===== src/rtl/vga_timing_gen.sv =====
// VGA raster timing: pixel-rate divider, h/v counters, visible-area enable and
// monitor syncs delayed to line up with the colour driver's registered output.
module vga_timing_gen #(
    parameter int CLK_DIV    = 4,
    parameter int H_VISIBLE  = 640,
    parameter int H_FRONT    = 16,
    parameter int H_SYNC     = 96,
    parameter int H_BACK     = 48,
    parameter int V_VISIBLE  = 480,
    parameter int V_FRONT    = 10,
    parameter int V_SYNC     = 2,
    parameter int V_BACK     = 33,
    parameter int SYNC_DELAY = 1
) (
    input  logic       clk_in,
    input  logic       reset,
    output logic [9:0] current_row,
    output logic [9:0] current_line,
    output logic       enable,
    output logic       hsync,
    output logic       vsync,
    output logic       pix_tick,
    output logic       frame_start
);
    localparam int H_TOTAL = H_VISIBLE + H_FRONT + H_SYNC + H_BACK;
    localparam int V_TOTAL = V_VISIBLE + V_FRONT + V_SYNC + V_BACK;
    localparam int DIV_W   = (CLK_DIV > 1) ? $clog2(CLK_DIV) : 1;

    localparam logic [DIV_W-1:0] DIV_LAST = DIV_W'(CLK_DIV - 1);
    localparam logic [9:0]       H_LAST   = 10'(H_TOTAL - 1);
    localparam logic [9:0]       V_LAST   = 10'(V_TOTAL - 1);
    // 11-bit bounds so a sync window ending exactly at 1024 still compares correctly
    localparam logic [10:0] H_VIS    = 11'(H_VISIBLE);
    localparam logic [10:0] V_VIS    = 11'(V_VISIBLE);
    localparam logic [10:0] HS_START = 11'(H_VISIBLE + H_FRONT);
    localparam logic [10:0] HS_END   = 11'(H_VISIBLE + H_FRONT + H_SYNC);
    localparam logic [10:0] VS_START = 11'(V_VISIBLE + V_FRONT);
    localparam logic [10:0] VS_END   = 11'(V_VISIBLE + V_FRONT + V_SYNC);

    logic [DIV_W-1:0] div_cnt_q, div_cnt_d;
    logic [9:0]       h_cnt_q, h_cnt_d;
    logic [9:0]       v_cnt_q, v_cnt_d;
    logic             pix_tick_q, pix_tick_d;
    logic             enable_q, enable_d;
    logic             hs_raw_q, hs_raw_d;
    logic             vs_raw_q, vs_raw_d;
    logic             frame_start_q, frame_start_d;
    logic [10:0]      h_ext, v_ext;

    always_comb begin
        div_cnt_d = (div_cnt_q == DIV_LAST) ? '0 : div_cnt_q + DIV_W'(1);
        pix_tick_d = (div_cnt_d == DIV_LAST);

        h_cnt_d = h_cnt_q;
        v_cnt_d = v_cnt_q;
        if (pix_tick_q) begin
            if (h_cnt_q == H_LAST) begin
                h_cnt_d = '0;
                v_cnt_d = (v_cnt_q == V_LAST) ? '0 : v_cnt_q + 10'd1;
            end else begin
                h_cnt_d = h_cnt_q + 10'd1;
            end
        end

        // Everything below is derived from next-state counters so it lands
        // in the same clock as the counter value it describes.
        h_ext         = {1'b0, h_cnt_d};
        v_ext         = {1'b0, v_cnt_d};
        enable_d      = (h_ext < H_VIS) && (v_ext < V_VIS);
        hs_raw_d      = !((h_ext >= HS_START) && (h_ext < HS_END));
        vs_raw_d      = !((v_ext >= VS_START) && (v_ext < VS_END));
        frame_start_d = pix_tick_q && (h_cnt_d == '0) && (v_cnt_d == '0);
    end

    always_ff @(posedge clk_in) begin
        if (reset) begin
            div_cnt_q     <= '0;
            h_cnt_q       <= '0;
            v_cnt_q       <= '0;
            pix_tick_q    <= 1'b0;
            enable_q      <= 1'b0;
            hs_raw_q      <= 1'b1;
            vs_raw_q      <= 1'b1;
            frame_start_q <= 1'b0;
        end else begin
            div_cnt_q     <= div_cnt_d;
            h_cnt_q       <= h_cnt_d;
            v_cnt_q       <= v_cnt_d;
            pix_tick_q    <= pix_tick_d;
            enable_q      <= enable_d;
            hs_raw_q      <= hs_raw_d;
            vs_raw_q      <= vs_raw_d;
            frame_start_q <= frame_start_d;
        end
    end

    generate
        if (SYNC_DELAY > 0) begin : g_dly
            logic [SYNC_DELAY-1:0] hs_pipe_q, hs_pipe_d;
            logic [SYNC_DELAY-1:0] vs_pipe_q, vs_pipe_d;

            always_comb begin
                hs_pipe_d = SYNC_DELAY'({hs_pipe_q, hs_raw_q});
                vs_pipe_d = SYNC_DELAY'({vs_pipe_q, vs_raw_q});
            end

            always_ff @(posedge clk_in) begin
                if (reset) begin
                    hs_pipe_q <= '1;
                    vs_pipe_q <= '1;
                end else begin
                    hs_pipe_q <= hs_pipe_d;
                    vs_pipe_q <= vs_pipe_d;
                end
            end

            assign hsync = hs_pipe_q[SYNC_DELAY-1];
            assign vsync = vs_pipe_q[SYNC_DELAY-1];
        end else begin : g_nodly
            assign hsync = hs_raw_q;
            assign vsync = vs_raw_q;
        end
    endgenerate

    assign current_row  = h_cnt_q;
    assign current_line = v_cnt_q;
    assign enable       = enable_q;
    assign pix_tick     = pix_tick_q;
    assign frame_start  = frame_start_q;
endmodule


===== config.mk =====
export PLATFORM = sky130hd
export DESIGN_NAME = vga_timing_gen
export DESIGN_NICKNAME = d
export VERILOG_FILES = /design/src/rtl/vga_timing_gen.sv
export SDC_FILE = /design/constraint.sdc
export NUM_CORES = 1
export LEC_CHECK = 0
export ABC_CLOCK_PERIOD_IN_PS = 2290
export BUFFER_PORTS_ARGS = -buffer_cell sky130_fd_sc_hd__buf_2
export CAP_MARGIN = 30
export CORE_MARGIN = 2
export CORE_UTILIZATION = 50
export CTS_CLUSTER_DIAMETER = 40
export DETAILED_ROUTE_END_ITERATION = 12
export GPL_ROUTABILITY_DRIVEN = 1
export PLACE_DENSITY = 0.85
export SYNTH_ARGS = -nofsm -noshare
export SYNTH_HDL_FRONTEND = slang
export SYNTH_SLANG_ARGS = --single-unit

===== constraint.sdc =====
create_clock -name clk_in -period 2.29 [get_ports clk_in]
set_clock_uncertainty 0.05 [all_clocks]
set_input_delay 0.458 -clock clk_in [delete_from_list [all_inputs] [get_ports clk_in]]
set_output_delay 0.458 -clock clk_in [all_outputs]
set_load 0.005 [all_outputs]

==> qor.yml, run 1 <==
outcome:
  status: "complete, no violations"
cts:
  cts_sinks: 29
  cts_tree: "done"
  ctsHoldBuffers: 0
  cts_buffer_depth: 2
  htreeDepth: 2
  numCtsBuffers: 5
  insertion_delay_ns: 0.34
  cts_root_buf: "clkbuf_4"
  path_clk_slew_ns: 0.10
hold_path:
  min_path_type: "reg2reg"
  holdCritStartpoint: "g_dly.hs_pipe_d"
grt:
  track_usage_pct: 23.7
  antenna_found_initial: 0
  grt_pass1_vias: 1504
  grt_max_degree: 28
  grt_pass1_wl_mm: 6.57
  overflow: 0
drt:
  wl_per_cell_um: 13.9
  ant_nets: 0
  viasPerCell: 5.68
  drt-initial-drc-count: 100
  wirelength_mm: 3.84
  drtPass1Iterations: 4
  drc: 0
  vias: 1574
worst_setup_path:
  path_class: "reg2reg"
  cp.required_ns: 2.51
  startpoint: "current_row[7]"
  setup.worst_path.end_class: "register"
  crit_arrival_ns: 2.43
  startpoint_type: "register"
  path_max_fanout: 9
  r2r_start: "current_row[7]"
final_layout:
  utilization_pct: 65.4
  final_nets: 239
  final_area_um2: 2010
  area_delta_synth_final_pct: 22.9
  num_antenna_cells: 0
  drive_gt1_share_pct: 33.0
  fin_cells: 277
pwr:
  ir_worst_vdd_mv: 0.383
  p_leak_nw: 0.800
  powerDensity_nw_per_um2: 430
  finalPower_mw: 0.865
sta:
  setup_violations: 0
  finalWorstSetupSlack_ns: 0.0783
  rsz0062_at_grt: "yes"
  hold_ws_ns: 0.369
  tightest_slew_ns: 0.491
  post-route-min-period_ns: 2.21
  final_hold_viol_count: 0
  max_freq_ghz: 0.452
  fin_tns_setup_ns: 0
  slew_viol_final: 0
  maxSlewHeadroom_pct: 67.3
  fin_crit_sh_pct: 96.6
synthesis:
  synth_cell_type_count: 51
  seq_area_frac_synth_pct: 35.5
  ys_seq_elements: 29
  syn_area_per_cell_um2: 8.71
  synth_common_cells: "dfxtp_1, nor2_1, nand2_1"
  synth-edff-count: 0
  synth-async-reset-ratio_pct: 0
  synth_ff_type: "dfxtp_1"
  ys_warn_count: 0
  syn_area_um2: 1640
  synth_nets: 195
  yosys-top-cells-area: "dfxtp_1, nor2_1, ha_1, nand3_1, nand2_1"
  syn_inst: 188
  synth_top_area_share_pct: 35.5
  synth_top_area_cell: "dfxtp_1"
  synth_most_common_cell: "dfxtp_1"
placed_design:
  place_hpwl_mm: 2.82
  placed_area_um2: 1940
  io_buffer_count: 26
  post-place-cells: 269
  gp_routability_congestion: 0.947
  pre_cts_slack_ns: -0.0636
floorplanning:
  dieArea_um2: 3750
  start_util_pct: 53.2
  die_y_um: 61.2
  rows: 20
  dieWidth_um: 61.2
  io_pins: 27
  coreArea_um2: 3080
job:
  maxCapViolations: 0
==> what timing repair did <==
action | CTS | global route
setup endpoints to repair | 1 | 3
setup buffers | 0 | 0
pin swaps | 0 | 1
cloned | 0 | 0
resized for setup | 2 | 5
==> registers in the layout (all words and copies together), names as in the netlist <==
| register | flops |
|---|---|
| current_line | 10 |
| hsync | 1 |
| div_cnt_q | 2 |
| vsync | 1 |
| g_dly.vs_pipe_d | 1 |
| g_dly.hs_pipe_d | 1 |
| enable | 1 |
| current_row | 10 |
| frame_start | 1 |
| pix_tick | 1 |
==> kinds of logic after synthesis <==
kind of cell	synth area share [%]
AND/OR/NAND/NOR	34.2
buffers and inverters	4.74
multiplexers	1.30
XOR/XNOR	5.89
adder cells (fa/ha/maj)	3.82
AO/OA/AOI/OAI	14.6
flip-flops	35.5
==> cell usage in the layout (no fill, tap or decap), types with 2 or more instances in the layout <==
cell type	instances
nand4_1	7
nor4_4	2
nor3_1	8
nand3_1	11
clkinv_2	2
nor2_1	21
dfxtp_1	24
o21ai_0	6
ha_1	4
buf_4	21
o21a_1	2
nand2b_1	2
nor2b_1	3
a21oi_1	8
nand3b_1	2
buf_2	26
xnor2_1	5
dfxtp_2	5
a2111oi_0	2
o31a_1	2
or2_2	3
nor4_1	2
a31o_2	2
xor2_1	5
o211a_1	2
clkbuf_4	5
inv_1	5
nand2_1	13
and3_1	2
o211ai_1	2
and2_1	2
==> critical path: stages (launching register included) <==
cell	delay [ns]
dfxtp_1	0.32
nand4bb_4	0.29
or4_4	0.53
a2111oi_0	0.44
a41o_1	0.21
nand4_1	0.12
nor3_1	0.17
==> routing by layer <==
layer / up-vias / GRT usage [%] / routed length (µm) / share of wire, %
met5: - / 0 / 0 / 0
met4: 0 / 11.2 / 93 / 2.4
met3: 11 / 6.93 / 246 / 6.4
met2: 52 / 37.2 / 1790 / 47
met1: 741 / 29.9 / 1710 / 45
li1: 770 / - / - / -
==> path summary, 6_finish.rpt <==
path         cells past startpoint  slack (ns)           to
min                              1        0.37        hsync
min reg2reg                      1        0.37        hsync
max                              6        0.08  frame_start
max reg2reg                      6        0.08  frame_start
==> power by group <==
group          switching [mW]  leakage (nW)  internal, mW
Clock                   0.195        0.0310         0.115
Sequential            0.00520         0.237         0.512
Combinational          0.0219         0.532        0.0151
==> area by class of cell <==
class,instances,area [µm²]
Sequential cell,29,587
Fill cell,267,1070
Timing Repair Buffer,47,288
Multi-Input combinational cell,144,1010
Tap cell,44,55.1
Inverter,5,18.8
Clock inverter,3,17.5
Clock buffer,5,37.5
(Power assumes the default switching activity.)
==> run 2: changes to the inputs <==
--- a/config.mk
+++ b/config.mk
@@ -8,12 +8,15 @@
 export ABC_CLOCK_PERIOD_IN_PS = 2290
 export BUFFER_PORTS_ARGS = -buffer_cell sky130_fd_sc_hd__buf_2
 export CAP_MARGIN = 30
+export CELL_PAD_IN_SITES_DETAIL_PLACEMENT = 0
+export CELL_PAD_IN_SITES_GLOBAL_PLACEMENT = 1
 export CORE_MARGIN = 2
-export CORE_UTILIZATION = 50
+export CORE_UTILIZATION = 37
 export CTS_CLUSTER_DIAMETER = 40
 export DETAILED_ROUTE_END_ITERATION = 12
 export GPL_ROUTABILITY_DRIVEN = 1
-export PLACE_DENSITY = 0.85
+export PLACE_DENSITY = 0.84
+export REMOVE_ABC_BUFFERS = 1
 export SYNTH_ARGS = -nofsm -noshare
 export SYNTH_HDL_FRONTEND = slang
 export SYNTH_SLANG_ARGS = --single-unit
==> qor.yml, run 2 (synthesized netlist as in run 1, its figures left out) <==
outcome:
  status: "complete, no violations"
final_layout:
  final_nets: 247
  num_antenna_cells: 0
  layout_common_cells: "buf_4, dfxtp_1, buf_2"
  fin_cells: 292
  final_common_cell: "buf_4"
  drive_gt1_share_pct: 32.9
  utilization_pct: 49.3
  area_delta_synth_final_pct: 29.3
  final_area_um2: 2120
placed_design:
  post-place-cells: 281
  io_buffer_count: 26
  gp_routability_congestion: 0.893
  placed_area_um2: 1960
  pre_cts_slack_ns: 0.0191
  place_hpwl_mm: 2.98
sta:
  final_hold_viol_count: 0
  rsz0062_at_grt: "yes"
  slew_viol_final: 0
  finalWorstSetupSlack_ns: 0.0412
  post-route-min-period_ns: 2.25
  fin_tns_setup_ns: 0
  max_freq_ghz: 0.445
  fin_crit_sh_pct: 98.2
  maxSlewHeadroom_pct: 68.6
  tightest_slew_ns: 0.466
  hold_ws_ns: 0.356
  setup_violations: 0
cts:
  insertion_delay_ns: 0.28
  numCtsBuffers: 5
  cts_root_buf: "clkbuf_8"
  cts_buffer_depth: 2
  cts_sinks: 29
  htreeDepth: 2
  cts_tree: "done"
  path_clk_slew_ns: 0.06
pwr:
  p_leak_nw: 0.870
  finalPower_mw: 0.974
  powerDensity_nw_per_um2: 460
  ir_worst_vdd_mv: 0.311
worst_setup_path:
  startpoint: "current_row[1]"
  r2r_start: "current_row[1]"
  setup.worst_path.end_class: "register"
  startpoint_type: "register"
  path_max_fanout: 7
  r2r_end: "g_dly.vs_pipe_d"
  crit_arrival_ns: 2.36
  reg2reg_depth: 9
  cp.required_ns: 2.40
  rrSetupSlack_ns: 0.04
  path_class: "reg2reg"
drt:
  ant_nets: 0
  drtPass1Iterations: 4
  wirelength_mm: 4.00
  drc: 0
  vias: 1555
  wl_per_cell_um: 13.7
  drt-initial-drc-count: 88
  viasPerCell: 5.33
floorplanning:
  dieWidth_um: 70.5
  io_pins: 27
  die_y_um: 70.5
  start_util_pct: 38.1
  coreArea_um2: 4290
  dieArea_um2: 4970
  rows: 24
grt:
  grt_pass1_wl_mm: 6.45
  grt_max_degree: 18
  track_usage_pct: 16.4
  grt_pass1_vias: 1386
  overflow: 0
  antenna_found_initial: 0
hold_path:
  min_to: "vsync"
  whs_path_depth: 1
  min_path_type: "reg2reg"
  holdCritStartpoint: "g_dly.vs_pipe_d"
job:
  maxCapViolations: 0
-- run 2: cell count changes in the layout (fill, tap and decap cells not counted), sizes merged --
cell      change
buf           +8
clkinv        -2
clkinvlp      -1
clkbuf        +2
-- run 2: layout make-up --
type	instances	area, µm²
fillers	424	2180
inverters	5	18.8
flip-flops and latches	29	583
multi-input cells	144	1010
repair buffers	55	352
well taps	52	65.1
clock buffers	7	86.3
-- run 2: repair_timing --
item	in CTS	in global routing
endpoints found under the setup margin	0	2
hold buffers	0	0
gates resized for setup	0	10
setup buffers	0	4
endpoints found under the hold margin	0	0
-- run 2: report_power, final --
| part | switching [mW] | total, mW | internal, mW |
|---|---|---|---|
| combinational | 0.0217 | 0.0391 | 0.0174 |
| clock | 0.179 | 0.416 | 0.238 |
| sequential | 0.00535 | 0.518 | 0.513 |
| total | 0.206 | 0.974 | 0.768 |
-- run 2: how the worst max path moves through the flow --
stage / endpoint / slack [ns] / cells past startpoint
after floorplan: g_dly.vs_pipe_d / -0.19 / 6
after global placement: g_dly.vs_pipe_d / 0.03 / 9
after detailed placement: g_dly.vs_pipe_d / 0.02 / 6
after CTS: g_dly.vs_pipe_d / 0.005 / 6
after global routing: g_dly.vs_pipe_d / -0.11 / 9
final: g_dly.vs_pipe_d / 0.04 / 9
-- run 2: critical path, cell delays in order, from the launching register on --
cell,delay (ns)
dfxtp_2,0.35
ha_4,0.15
nand2_4,0.05
buf_6,0.12
nor4_4,0.35
buf_4,0.22
o211ai_1,0.09
o211ai_1,0.22
nand3b_1,0.15
or3b_1,0.39
-- run 2: layer usage --
metal / GRT usage, % / vias up / wire, µm
met2: 24.9 / 36 / 1810
met1: 22.1 / 732 / 1950
met5: 0 / - / 0
li1: - / 781 / -
met3: 3.90 / 6 / 172
met4: 7.05 / 0 / 80
==> run 3: changes to the inputs <==
--- a/config.mk
+++ b/config.mk
@@ -15,6 +15,7 @@
 export CTS_CLUSTER_DIAMETER = 40
 export DETAILED_ROUTE_END_ITERATION = 12
 export GPL_ROUTABILITY_DRIVEN = 1
+export GPL_TIMING_DRIVEN = 0
 export PLACE_DENSITY = 0.84
 export REMOVE_ABC_BUFFERS = 1
 export SYNTH_ARGS = -nofsm -noshare
==> qor.yml, run 3 (synthesized netlist as in run 1, its figures left out) <==
outcome:
  status: "finished, violations left"
  violations: "setup timing"
placed_design:
  post-place-cells: 256
  io_buffer_count: 26
  gp_routability_congestion: 0.816
  pre_cts_slack_ns: -0.580
  placed_area_um2: 1770
  place_hpwl_mm: 2.49
drt:
  ant_nets: 0
  wl_per_cell_um: 13.9
  drtPass1Iterations: 4
  drt-initial-drc-count: 59
  wirelength_mm: 3.93
  vias: 1507
  viasPerCell: 5.34
  drc: 0
grt:
  track_usage_pct: 16.6
  grt_max_degree: 28
  overflow: 0
  grt_pass1_vias: 1408
  antenna_found_initial: 0
  grt_pass1_wl_mm: 6.49
floorplanning:
  start_util_pct: 38.1
  rows: 24
  coreArea_um2: 4290
  dieWidth_um: 70.5
  io_pins: 27
  die_y_um: 70.5
  dieArea_um2: 4970
worst_setup_path:
  startpoint_type: "register"
  crit_arrival_ns: 2.47
  path_max_fanout: 6
  r2r_end: "g_dly.vs_pipe_d"
  crit_path_end: "g_dly.vs_pipe_d"
  cp.required_ns: 2.40
  r2r_start: "current_row[0]"
  path_class: "reg2reg"
  startpoint: "current_row[0]"
  rrSetupSlack_ns: -0.07
  setup.worst_path.end_class: "register"
  reg2reg_depth: 7
sta:
  setup_violations: 1
  fin_tns_setup_ns: -0.0680
  hold_ws_ns: 0.357
  tightest_slew_ns: 0.507
  post-route-min-period_ns: 2.36
  rsz0062_at_grt: "yes"
  max_freq_ghz: 0.424
  fin_crit_sh_pct: 103
  slew_viol_final: 0
  maxSlewHeadroom_pct: 66.2
  finalWorstSetupSlack_ns: -0.0680
  final_hold_viol_count: 0
final_layout:
  num_antenna_cells: 0
  final_area_um2: 2090
  area_delta_synth_final_pct: 27.6
  final_common_cell: "buf_2"
  layout_common_cells: "buf_2, nor2_1, buf_4"
  drive_gt1_share_pct: 36.5
  fin_cells: 282
  utilization_pct: 48.6
  final_nets: 236
cts:
  cts_buffer_depth: 2
  insertion_delay_ns: 0.28
  cts_tree: "done"
  cts_root_buf: "clkbuf_8"
  cts_sinks: 29
  numCtsBuffers: 5
  htreeDepth: 2
  path_clk_slew_ns: 0.06
pwr:
  p_leak_nw: 0.816
  finalPower_mw: 0.954
  powerDensity_nw_per_um2: 457
  ir_worst_vdd_mv: 0.206
job:
  maxCapViolations: 0
hold_path:
  min_path_type: "reg2reg"
==> run 3: report_power, final <==
| group | internal, mW | leakage (nW) | switching [mW] |
|---|---|---|---|
| Sequential | 0.507 | 0.243 | 0.00917 |
| Combinational | 0.0155 | 0.528 | 0.0182 |
| Clock | 0.210 | 0.0450 | 0.194 |
==> run 3: worst min path at each step <==
stage | start | endpoint | slack (ns) | cells after the start
4_1_cts | g_dly.vs_pipe_d | vsync | 0.36 | 1
2_1_floorplan | g_dly.hs_pipe_d | hsync | 0.34 | 1
5_1_grt | g_dly.hs_pipe_d | hsync | 0.38 | 1
3_3_place_gp | g_dly.vs_pipe_d | vsync | 0.34 | 1
3_5_place_dp | g_dly.vs_pipe_d | vsync | 0.35 | 1
6_report | g_dly.vs_pipe_d | vsync | 0.36 | 1
==> run 3: area by class of cell <==
type                            instances  area, µm²
Timing Repair Buffer                   44        265
Clock buffer                            6       72.6
Multi-Input combinational cell        144       1050
Fill cell                             432       2210
Inverter                                5       18.8
Clock inverter                          2       10.0
Tap cell                               52       65.1
Sequential cell                        29        611
==> run 3: per-layer routing <==
metal  routed length, µm  share of wire, %  vias up  track usage (%)
li1                    -                 -      770                -
met1                1840                47      706             20.3
met2                1870                48       24             27.3
met3                 136               3.5        7             3.90
met4                  78               2.0        0             8.12
met5                   0                 0        -                0
==> run 3: timing repair <==
item / in CTS / in global routing
gates cloned: 0 / 0
endpoints found under the setup margin: 8 / 3
hold buffers: 0 / 0
buffers inserted: 5 / 13
resized for setup: 23 / 10
endpoints found under the hold margin: 0 / 0
pin swaps: 5 / 9
==> run 3: critical path, stage by stage, from the launching register on <==
cell and delay (ns):
dfxtp_4 0.38, ha_4 0.17, nand2_4 0.07, or4_4 0.55, nor3_4 0.23, xnor2_2 0.12, nor4_2 0.28, or3b_1 0.38
